--- config.mk ---
export PLATFORM = sky130hd
export DESIGN_NAME = pipelined_segment_adder
export DESIGN_NICKNAME = d
export VERILOG_FILES = /design/src/rtl/pipelined_segment_adder_pkg.sv /design/src/rtl/pipelined_segment_adder_segment.sv /design/src/rtl/pipelined_segment_adder.sv
export SDC_FILE = /design/constraint.sdc
export NUM_CORES = 1
export LEC_CHECK = 0
export CAP_MARGIN = 20
export CORE_MARGIN = 2
export CORE_UTILIZATION = 31
export CTS_CLUSTER_DIAMETER = 100
export CTS_CLUSTER_SIZE = 25
export DETAILED_ROUTE_END_ITERATION = 10
export PLACE_DENSITY_LB_ADDON = 0.08
export SYNTH_ARGS = -nofsm -noshare
export SYNTH_HDL_FRONTEND = slang
export SYNTH_SLANG_ARGS = --single-unit
--- constraint.sdc ---
create_clock -name clk -period 4.41 [get_ports clk]
set_clock_uncertainty 0.05 [all_clocks]
set_input_delay 0.882 -clock clk [delete_from_list [all_inputs] [get_ports clk]]
set_output_delay 0.882 -clock clk [all_outputs]
set_load 0.05 [all_outputs]
--- src/rtl/pipelined_segment_adder_pkg.sv ---
`default_nettype none
// ============================================================================
//  Package     : adder_pkg
//  Description : Shared constants, the per-stage control record and a
//                parameter legality helper for the segmented pipelined adder.
//  Revision    : 1.0  initial release
// ============================================================================
package adder_pkg;

    // Operation select carried alongside each beat
    localparam logic OP_ADD = 1'b0;
    localparam logic OP_SUB = 1'b1;

    // Control part of a pipeline stage record. The width-dependent data part
    // (a_rem, b_rem, sum_lo) is attached by the top level, which knows WIDTH.
    typedef struct packed {
        logic valid;   // beat present in this stage
        logic sub;     // beat is a subtraction
        logic carry;   // carry into the next segment
        logic ovf;     // signed overflow of the most recently resolved segment
    } stage_ctrl_t;

    // WIDTH must be a whole number of segments, each at least one bit wide
    function automatic logic params_ok(input int width, input int seg_w);
        return (seg_w >= 1) && (width >= seg_w) && ((width % seg_w) == 0);
    endfunction

endpackage : adder_pkg
`default_nettype wire

--- src/rtl/pipelined_segment_adder_segment.sv ---
`default_nettype none
// ============================================================================
//  Module      : adder_segment
//  Description : Combinational SEG_W-bit ripple-carry adder built from
//                full-adder cells. Also exposes the carry into its MSB so the
//                final segment can derive two's-complement overflow.
//  Revision    : 1.0  initial release
// ============================================================================
module adder_segment #(
    parameter int SEG_W = 4
) (
    input  logic [SEG_W-1:0] i_a,
    input  logic [SEG_W-1:0] i_b,
    input  logic             i_cin,
    output logic [SEG_W-1:0] o_sum,
    output logic             o_cout,
    output logic             o_c_msb
);

    // Ripple the carry LSB to MSB, one full-adder cell per bit
    always_comb begin
        logic w_carry;
        w_carry = i_cin;
        o_sum   = '0;
        o_c_msb = i_cin;
        for (int i = 0; i < SEG_W; i++) begin
            if (i == SEG_W - 1) begin
                o_c_msb = w_carry;
            end
            o_sum[i] = i_a[i] ^ i_b[i] ^ w_carry;
            w_carry  = (i_a[i] & i_b[i]) | (w_carry & (i_a[i] ^ i_b[i]));
        end
        o_cout = w_carry;
    end

endmodule : adder_segment
`default_nettype wire

--- src/rtl/pipelined_segment_adder.sv ---
`default_nettype none
// ============================================================================
//  Module      : pipelined_segment_adder
//  Description : Pipelined adder/subtractor on a valid/ready stream. Operands
//                are resolved SEG_W bits per stage; each segment's carry is
//                registered into the next stage. Whole-pipeline stall when the
//                output holds a beat the consumer does not take.
//  Revision    : 1.0  initial release
// ============================================================================
module pipelined_segment_adder
    import adder_pkg::*;
#(
    parameter int WIDTH = 16,
    parameter int SEG_W = 4
) (
    input  logic             clk,
    input  logic             rst,
    input  logic             in_valid,
    output logic             in_ready,
    input  logic [WIDTH-1:0] in_a,
    input  logic [WIDTH-1:0] in_b,
    input  logic             in_cin,
    input  logic             in_sub,
    output logic             out_valid,
    input  logic             out_ready,
    output logic [WIDTH-1:0] out_sum,
    output logic             out_cout,
    output logic             out_ovf
);

    // Falls back to a single stage on illegal parameters so elaboration can
    // reach the $error below instead of tripping over negative ranges.
    localparam int NSEG = params_ok(WIDTH, SEG_W) ? (WIDTH / SEG_W) : 1;

    if (!params_ok(WIDTH, SEG_W)) begin : g_param_err
        $error("pipelined_segment_adder: WIDTH (%0d) must be a multiple of SEG_W (%0d), SEG_W >= 1",
               WIDTH, SEG_W);
    end

    // Full stage record: control bits plus operand remainders and the sum
    // bits resolved so far. Operands travel at full width; each stage only
    // looks at its own segment.
    typedef struct packed {
        stage_ctrl_t      ctl;
        logic [WIDTH-1:0] a_rem;
        logic [WIDTH-1:0] b_rem;
        logic [WIDTH-1:0] sum_lo;
    } stage_t;

    stage_t w_entry;
    stage_t w_stg_in   [NSEG];
    stage_t w_stg_next [NSEG];
    stage_t r_stg      [NSEG];
    logic   w_adv;
    logic   w_unused_tail;

    // The pipeline moves as a unit: it may advance whenever the output slot
    // is empty or being drained this cycle.
    assign w_adv    = !r_stg[NSEG-1].ctl.valid || out_ready;
    assign in_ready = w_adv;

    // Entry: fold subtraction into an add of the inverted operand, and invert
    // the borrow-in into a carry-in, so A - B - cin = A + ~B + !cin.
    always_comb begin
        w_entry           = '0;
        w_entry.ctl.valid = in_valid;
        w_entry.ctl.sub   = in_sub;
        w_entry.ctl.carry = (in_sub == OP_SUB) ? ~in_cin : in_cin;
        w_entry.a_rem     = in_a;
        w_entry.b_rem     = (in_sub == OP_SUB) ? ~in_b : in_b;
        w_entry.sum_lo    = '0;
    end

    for (genvar k = 0; k < NSEG; k++) begin : g_stage
        logic [SEG_W-1:0] w_seg_sum;
        logic             w_seg_cout;
        logic             w_seg_cmsb;
        stage_t           w_nxt;

        if (k == 0) begin : g_first
            assign w_stg_in[k] = w_entry;
        end else begin : g_rest
            assign w_stg_in[k] = r_stg[k-1];
        end

        adder_segment #(
            .SEG_W (SEG_W)
        ) u_seg (
            .i_a     (w_stg_in[k].a_rem[k*SEG_W +: SEG_W]),
            .i_b     (w_stg_in[k].b_rem[k*SEG_W +: SEG_W]),
            .i_cin   (w_stg_in[k].ctl.carry),
            .o_sum   (w_seg_sum),
            .o_cout  (w_seg_cout),
            .o_c_msb (w_seg_cmsb)
        );

        // Resolve segment k: insert its sum bits, replace the carry, and
        // compute overflow (only the last stage's value reaches the output)
        always_comb begin
            w_nxt                            = w_stg_in[k];
            w_nxt.ctl.carry                  = w_seg_cout;
            w_nxt.ctl.ovf                    = w_seg_cmsb ^ w_seg_cout;
            w_nxt.sum_lo[k*SEG_W +: SEG_W]   = w_seg_sum;
        end

        assign w_stg_next[k] = w_nxt;
    end

    // Pipeline registers: cleared asynchronously, otherwise advance together
    // or hold together
    always_ff @(posedge clk or posedge rst) begin
        if (rst) begin
            for (int k = 0; k < NSEG; k++) begin
                r_stg[k] <= '0;
            end
        end else if (w_adv) begin
            for (int k = 0; k < NSEG; k++) begin
                r_stg[k] <= w_stg_next[k];
            end
        end
    end

    assign out_valid = r_stg[NSEG-1].ctl.valid;
    assign out_sum   = r_stg[NSEG-1].sum_lo;
    assign out_cout  = r_stg[NSEG-1].ctl.carry;
    assign out_ovf   = r_stg[NSEG-1].ctl.ovf;

    // Operand remainders and the op flag have no consumer past the last stage
    assign w_unused_tail = ^{r_stg[NSEG-1].a_rem, r_stg[NSEG-1].b_rem, r_stg[NSEG-1].ctl.sub};

endmodule : pipelined_segment_adder
`default_nettype wire

==> results of run 1 <==
## critical path, stage by stage
cell	delay, ns
clkdlybuf4s50_1	0.70
xnor2_1	0.16
fa_1	0.39
inv_1	0.07
fa_1	0.16
inv_1	0.05
fa_1	0.35
inv_1	0.08
fa_1	0.40
mux2_2	0.27
## metal layers
metal,vias up,part of all wire [%],track usage [%]
met5,-,0,0
met4,0,1.0,3.66
met3,5,4.0,4.79
met2,40,45,17.1
met1,1146,50,16.3
li1,1058,-,-
## stage by stage
stage / util (%) / hold slack [ns] / cell area [um^2] / cells / power, mW
after floorplan: - / 0.380 / 4270 / 282 / 2.71
after global placement: 37.6 / 0.398 / 5020 / 505 / 3.14
after detailed placement: 37.8 / 0.405 / 5050 / 506 / 3.18
after CTS: 40.0 / 0.415 / 5340 / 522 / 3.98
after global routing: 40.0 / 0.444 / 5340 / 522 / 4.18
final: 40.0 / 0.411 / 5340 / 522 / 3.89
## cell usage after synthesis, drive strengths merged
cell type   n  area, um^2
mux2       83         950
xor2       12         105
mux2i       2        20.0
clkbuf      2        7.51
nand2b      2        20.0
fa         16         320
inv        27         101
dfrtp      97        2430
buf        13        92.6
nor3b      11        82.6
a21oi      11        88.8
xnor2       6        52.6
## cells by family after synthesis
group,Yosys count
XOR/XNOR,18
adder cells (fa/ha/maj),16
flip-flops,97
AO/OA/AOI/OAI,11
multiplexers,85
AND/OR/NAND/NOR,13
buffers and inverters,42
## power groups by stage
stage	combinational (mW)	clock [mW]	sequential, mW
floorplan	0.933	0	1.78
global placement	1.60	0	1.54
detailed placement	1.63	0	1.55
CTS	1.63	0.814	1.53
global route	1.75	0.849	1.58
finish	1.59	0.778	1.52
## state kept, by name, summed over array words and instances, names as in the netlist
signal and flops:
g_stage.w_nxt 75, out_cout 1, out_ovf 1, out_sum 16, out_valid 1, r_stg 3
## how the worst max path moves through the flow
stage	startpoint	to	slack, ns	depth (start not counted)
final	in_sub	g_stage[1].w_nxt[3]	1.07	10
after global routing	in_sub	g_stage[1].w_nxt[3]	0.91	10
after CTS	in_sub	g_stage[1].w_nxt[3]	1.04	10
after detailed placement	in_sub	g_stage[1].w_nxt[3]	0.67	10
after global placement	in_sub	g_stage[1].w_nxt[3]	0.71	10
after floorplan	rst	g_stage[1].w_nxt[0]	0.94	1
## layout make-up
cell class	instances	area (um^2)
clock buffer	13	250
multi-input combinational	143	1640
timing repair buffer	63	658
fill	1279	8010
inverter	27	104
clock inverter	3	40.0
sequential	97	2430
tap	176	220
==> impl_metrics.csv, run 1 <==
group,metric,value,unit
run_status,run_status,"completed",
setup_path,critPathMaxFanout,4,
setup_path,regToRegStartpoint,"r_stg[101]",
detailed_routing,routed_wl,7.66,mm
floorplan,start_util,32.0,%
detailed_routing,initialDrtViolationCount,118,
min_path,min_path_type,"flop to flop",
clock_tree,postCtsSetupRepairBufs,0,
sta,slew_viol_final,0,
setup_path,path_class,"primary input to flop",
floorplan,dieHeight,121,um
clock_tree,numCtsBuffers,9,
logic_synthesis,synth_nets,336,
clock_tree,cts_tree,"built",
place,dp_hpwl,5.02,mm
power_and_ir_drop,power.leakage,2.27,nW
sta,worst_pin_slew,0.578,ns
floorplan,die_x,121,um
grt,first_global_vias,2391,
min_path,holdPathEnd,"out_valid",
cells_and_area,drive_gt1_share,32.9,%
setup_path,ff2ff_path_depth,9,
power_and_ir_drop,p_sw,1.35,mW
setup_path,critPathArrivalTime,3.52,ns
logic_synthesis,syn_avg_cell_area,15.1,um^2
clock_tree,clkLatencyLatePin,0.34,ns
detailed_routing,drtAntennaViolNets,0,
floorplan,num_io_pins,58,
grt,antenna_found_initial,0,
detailed_routing,first_pass_iters,4,
logic_synthesis,ys_ff_latch,97,
cells_and_area,diodes,0,
sta,hold_viol_final,0,
detailed_routing,drc,0,
cells_and_area,layout_commonest_cell,"dfrtp_1",
power_and_ir_drop,pwr_density_cell,729,nW/um^2
setup_path,ff2ff_setup_slack,1.87,ns
detailed_routing,via_per_inst,4.31,
sta,finalWorstSetupSlack,1.07,ns
logic_synthesis,netlist_instances,282,
sta,tns,0,ns
grt,grt.total_usage,11.9,%
clock_tree,root_buffer,"clkbuf_16",
logic_synthesis,syn_area,4270,um^2
logic_synthesis,synth-compound-area-share,2.08,%
logic_synthesis,synth.area.mux_share,22.7,%
sta,grt_setup_unrepaired,"no",
setup_path,critPathCaptureType,"flop",
cells_and_area,layout.nets,395,
power_and_ir_drop,cell_internal_pwr,2.54,mW
floorplan,dieArea,14700,um^2
setup_path,worstPathRequired,4.59,ns
sta,period_share,75.7,%
floorplan,core_region_area,13300,um^2
setup_path,r2r-end,"out_ovf",
grt,overflow,0,
logic_synthesis,ys_warn_count,0,
clock_tree,hold_buffers,0,
power_and_ir_drop,power.share.sequential,39.1,%
logic_synthesis,synth_fa_ha_area_share,7.51,%
clock_tree,ctsResizeCount,0,
setup_path,crit_path_start_kind,"primary input",
logic_synthesis,ys_seq_area_share,56.9,%
cells_and_area,final_cell_mix,"dfrtp_1 (97), mux2_2 (79), clkdlybuf4s50_1 (56)",
logic_synthesis,synth_simple_gate_area_share,2.40,%
clock_tree,clock_sinks,97,
clock_tree,cts_buffer_depth,2,
cells_and_area,area_growth_syn_to_layout,25.1,%
clock_tree,h-tree-depth,3,
power_and_ir_drop,p_clk_share,20.0,%
grt,grt_first_pass_wirelength,13.0,mm
grt,grt_max_degree,98,
sta,fmax,299,MHz
place,portBuffers,57,
logic_synthesis,yosys.area_share.xor_xnor,3.69,%
min_path,hold-path-cell-count,1,
min_path,hp-start,"g_stage[3].w_nxt[51]",
place,gp_congestion,0.665,
detailed_routing,wl_per_cell,14.7,um
sta,setup_viol,0,
clock_tree,clk_pin_slew,0.06,ns
sta,fin_crit,3.34,ns
floorplan,rows,42,
power_and_ir_drop,vdd_drop_max,0.330,mV
sta,slew_headroom,61.5,%
logic_synthesis,synth_cell_types,17,
place,dp_slack,0.671,ns
power_and_ir_drop,swShare,34.7,%
job,maxCapViolCount,0,
logic_synthesis,synth_top_family_by_area,"multiplexers",
power_and_ir_drop,combPwrFrac,40.9,%
detailed_routing,vias,2249,
(Power assumes the default switching activity.)
==> run 2, diff against run 1 <==
==> constraint.sdc (replaced) <==
create_clock -name clk -period 2.8 [get_ports clk]
set_clock_uncertainty 0.05 [all_clocks]
set_input_delay 0.56 -clock clk [delete_from_list [all_inputs] [get_ports clk]]
set_output_delay 0.56 -clock clk [all_outputs]
set_load 0.05 [all_outputs]
==> run 2 against run 1 <==
Against the previous run: core utilization grew 0.53 points; setup slack got worse by 0.94 ns; via count is 1.1% higher; global-route usage grew 0.30 points; first-iteration DRC count decreased by 29%; worst hold slack worse by 0.00059 ns; final cell count grew 1.3%; wire length grew 1.8%; clock power rose by 48%; combinational power rose by 63%; non-clock buffer count is 7 higher; critical path type unchanged; critical endpoint unchanged; highest routed layer unchanged.
==> impl_metrics.csv, run 2 (synthesized netlist as in run 1, its figures left out) <==
group,metric,value,unit
detailed_routing,drc,0,
place,dp_hpwl,5.36,mm
sta,slew_viol_final,0,
cells_and_area,largest_register_ffs,75,
clock_tree,ctsResizeCount,2,
place,dpl.cell_count,513,
min_path,min_path_type,"flop to flop",
grt,grt_max_degree,34,
clock_tree,cts_buffer_depth,2,
floorplan,start_util,32.0,%
clock_tree,cts_tree,"built",
sta,period_share,95.5,%
sta,worst_pin_slew,0.577,ns
power_and_ir_drop,cell_internal_pwr,3.98,mW
setup_path,cp_cell_sequence,"clkdlybuf4s50_1 -> xnor2_2 -> fa_2 -> inv_1 -> fa_1 -> inv_1 -> fa_1 -> inv_1 -> fa_1 -> mux2_2",
floorplan,rows,42,
cells_and_area,layout.nets,402,
setup_path,crit_family,"adder cells",
detailed_routing,first_pass_iters,4,
setup_path,critPathCaptureType,"flop",
setup_path,max_stage_delay,0.44,ns
setup_path,crit_buf_inv,4,
power_and_ir_drop,power.leakage,2.30,nW
sta,setup_viol,0,
setup_path,worstPathRequired,2.98,ns
sta,grt_setup_unrepaired,"no",
place,gp_congestion,0.667,
cells_and_area,multi_input_area,1650,um^2
sta,fin_crit,2.67,ns
power_and_ir_drop,p_clk_share,18.9,%
cells_and_area,final_cell_mix,"dfrtp_1 (97), mux2_2 (79), clkdlybuf4s50_1 (55)",
grt,grt_first_pass_wirelength,13.4,mm
power_and_ir_drop,combPwrFrac,42.4,%
clock_tree,numCtsBuffers,9,
cells_and_area,area_growth_syn_to_layout,26.7,%
detailed_routing,vias,2274,
power_and_ir_drop,vdd_drop_max,0.324,mV
cells_and_area,diodes,0,
detailed_routing,drtAntennaViolNets,0,
setup_path,critPathMaxFanout,1,
place,dp_slack,-0.411,ns
power_and_ir_drop,swShare,34.9,%
detailed_routing,routed_wl,7.80,mm
cells_and_area,layout_commonest_cell,"dfrtp_1",
cells_and_area,drive_gt1_share,34.8,%
cells_and_area,stdcell_count,529,
setup_path,critPathArrivalTime,2.85,ns
floorplan,core_region_area,13300,um^2
grt,antenna_found_initial,0,
detailed_routing,initialDrtViolationCount,84,
clock_tree,hold_buffers,0,
power_and_ir_drop,power,6.11,mW
place,portBuffers,57,
clock_tree,clkLatencyLatePin,0.34,ns
cells_and_area,ff_latch_area,2430,um^2
floorplan,num_io_pins,58,
run_status,run_status,"completed",
setup_path,crit_path_start_kind,"primary input",
detailed_routing,wl_per_cell,14.7,um
floorplan,dieHeight,121,um
floorplan,die_x,121,um
power_and_ir_drop,power.share.sequential,38.7,%
sta,fmax,374,MHz
grt,first_global_vias,2593,
power_and_ir_drop,p_sw,2.13,mW
floorplan,dieArea,14700,um^2
setup_path,crit_slowest_cell,"clkdlybuf4s50_1",
clock_tree,h-tree-depth,3,
power_and_ir_drop,pwr_density_cell,1130,nW/um^2
sta,whs,0.411,ns
clock_tree,clock_sinks,97,
setup_path,path_class,"primary input to flop",
job,maxCapViolCount,0,
sta,finalWorstSetupSlack,0.127,ns
clock_tree,root_buffer,"clkbuf_16",
grt,grt.total_usage,12.1,%
clock_tree,postCtsSetupRepairBufs,0,
sta,slew_headroom,61.4,%
grt,overflow,0,
cells_and_area,nFillCells,1258,
sta,tns,0,ns
detailed_routing,via_per_inst,4.30,
sta,hold_viol_final,0,
clock_tree,clk_pin_slew,0.06,ns
[run 2: layer usage]
metal / track usage (%) / up-vias / part of all wire, %
met4: 6.47 / 0 / 1.8
met3: 2.40 / 10 / 3.1
met1: 15.8 / 1160 / 48
li1: - / 1070 / -
met5: 0 / - / 0
met2: 19.1 / 34 / 47
[run 2: path summary, 6_finish.rpt]
path	start	endpoint	slack (ns)	depth (start not counted)
setup / recovery	in_b[0]	g_stage[1].w_nxt[3]	0.13	10
hold / removal	g_stage[3].w_nxt[51]	out_valid	0.41	1
setup reg to reg	r_stg[101]	out_ovf	0.28	9
hold reg to reg	g_stage[3].w_nxt[51]	out_valid	0.41	1
max in group asynchronous	rst	g_stage[1].w_nxt[37]	1.54	3
min in group asynchronous	rst	g_stage[3].w_nxt[3]	0.58	2
[run 2: power groups by stage]
stage | logic (mW) | clock network, mW | registers (mW)
after floorplan | 1.47 | 0 | 2.80
after global placement | 2.60 | 0 | 2.39
after detailed placement | 2.63 | 0 | 2.41
after CTS | 2.64 | 1.21 | 2.38
after global routing | 2.86 | 1.27 | 2.46
final | 2.59 | 1.15 | 2.37
[run 2: through the flow]
stage | cell area (um^2) | utilization [%]
6_report | 5410 | 40.5
3_3_place_gp | 5130 | 38.4
3_5_place_dp | 5130 | 38.4
4_1_cts | 5410 | 40.5
2_1_floorplan | 4300 | -
5_1_grt | 5410 | 40.5
[run 2: cell type report]
cell class	count	share of cell area [%]
clock buffer	14	4.88
timing repair buffer	70	13.5
multi-input combinational	143	30.5
tap	176	4.07
sequential	97	44.9
clock inverter	2	0.231
inverter	27	1.94
[run 2: worst register-to-register path, stage by stage (launching register included)]
cell and delay (ns):
dfrtp_1 0.40, fa_1 0.19, inv_1 0.06, fa_1 0.41, inv_1 0.11, fa_1 0.22
inv_1 0.07, fa_1 0.48, xnor2_1 0.17, mux2_2 0.27
==> run 3, diff against run 2 <==
--- a/config.mk
+++ b/config.mk
@@ -9,7 +9,7 @@
 export CORE_MARGIN = 2
 export CORE_UTILIZATION = 31
 export CTS_CLUSTER_DIAMETER = 100
-export CTS_CLUSTER_SIZE = 25
+export CTS_CLUSTER_SIZE = 24
 export DETAILED_ROUTE_END_ITERATION = 10
 export PLACE_DENSITY_LB_ADDON = 0.08
 export SYNTH_ARGS = -nofsm -noshare
==> results of run 3 <==
Same layout as run 2: the final DEF is identical, and so are final timing and power.
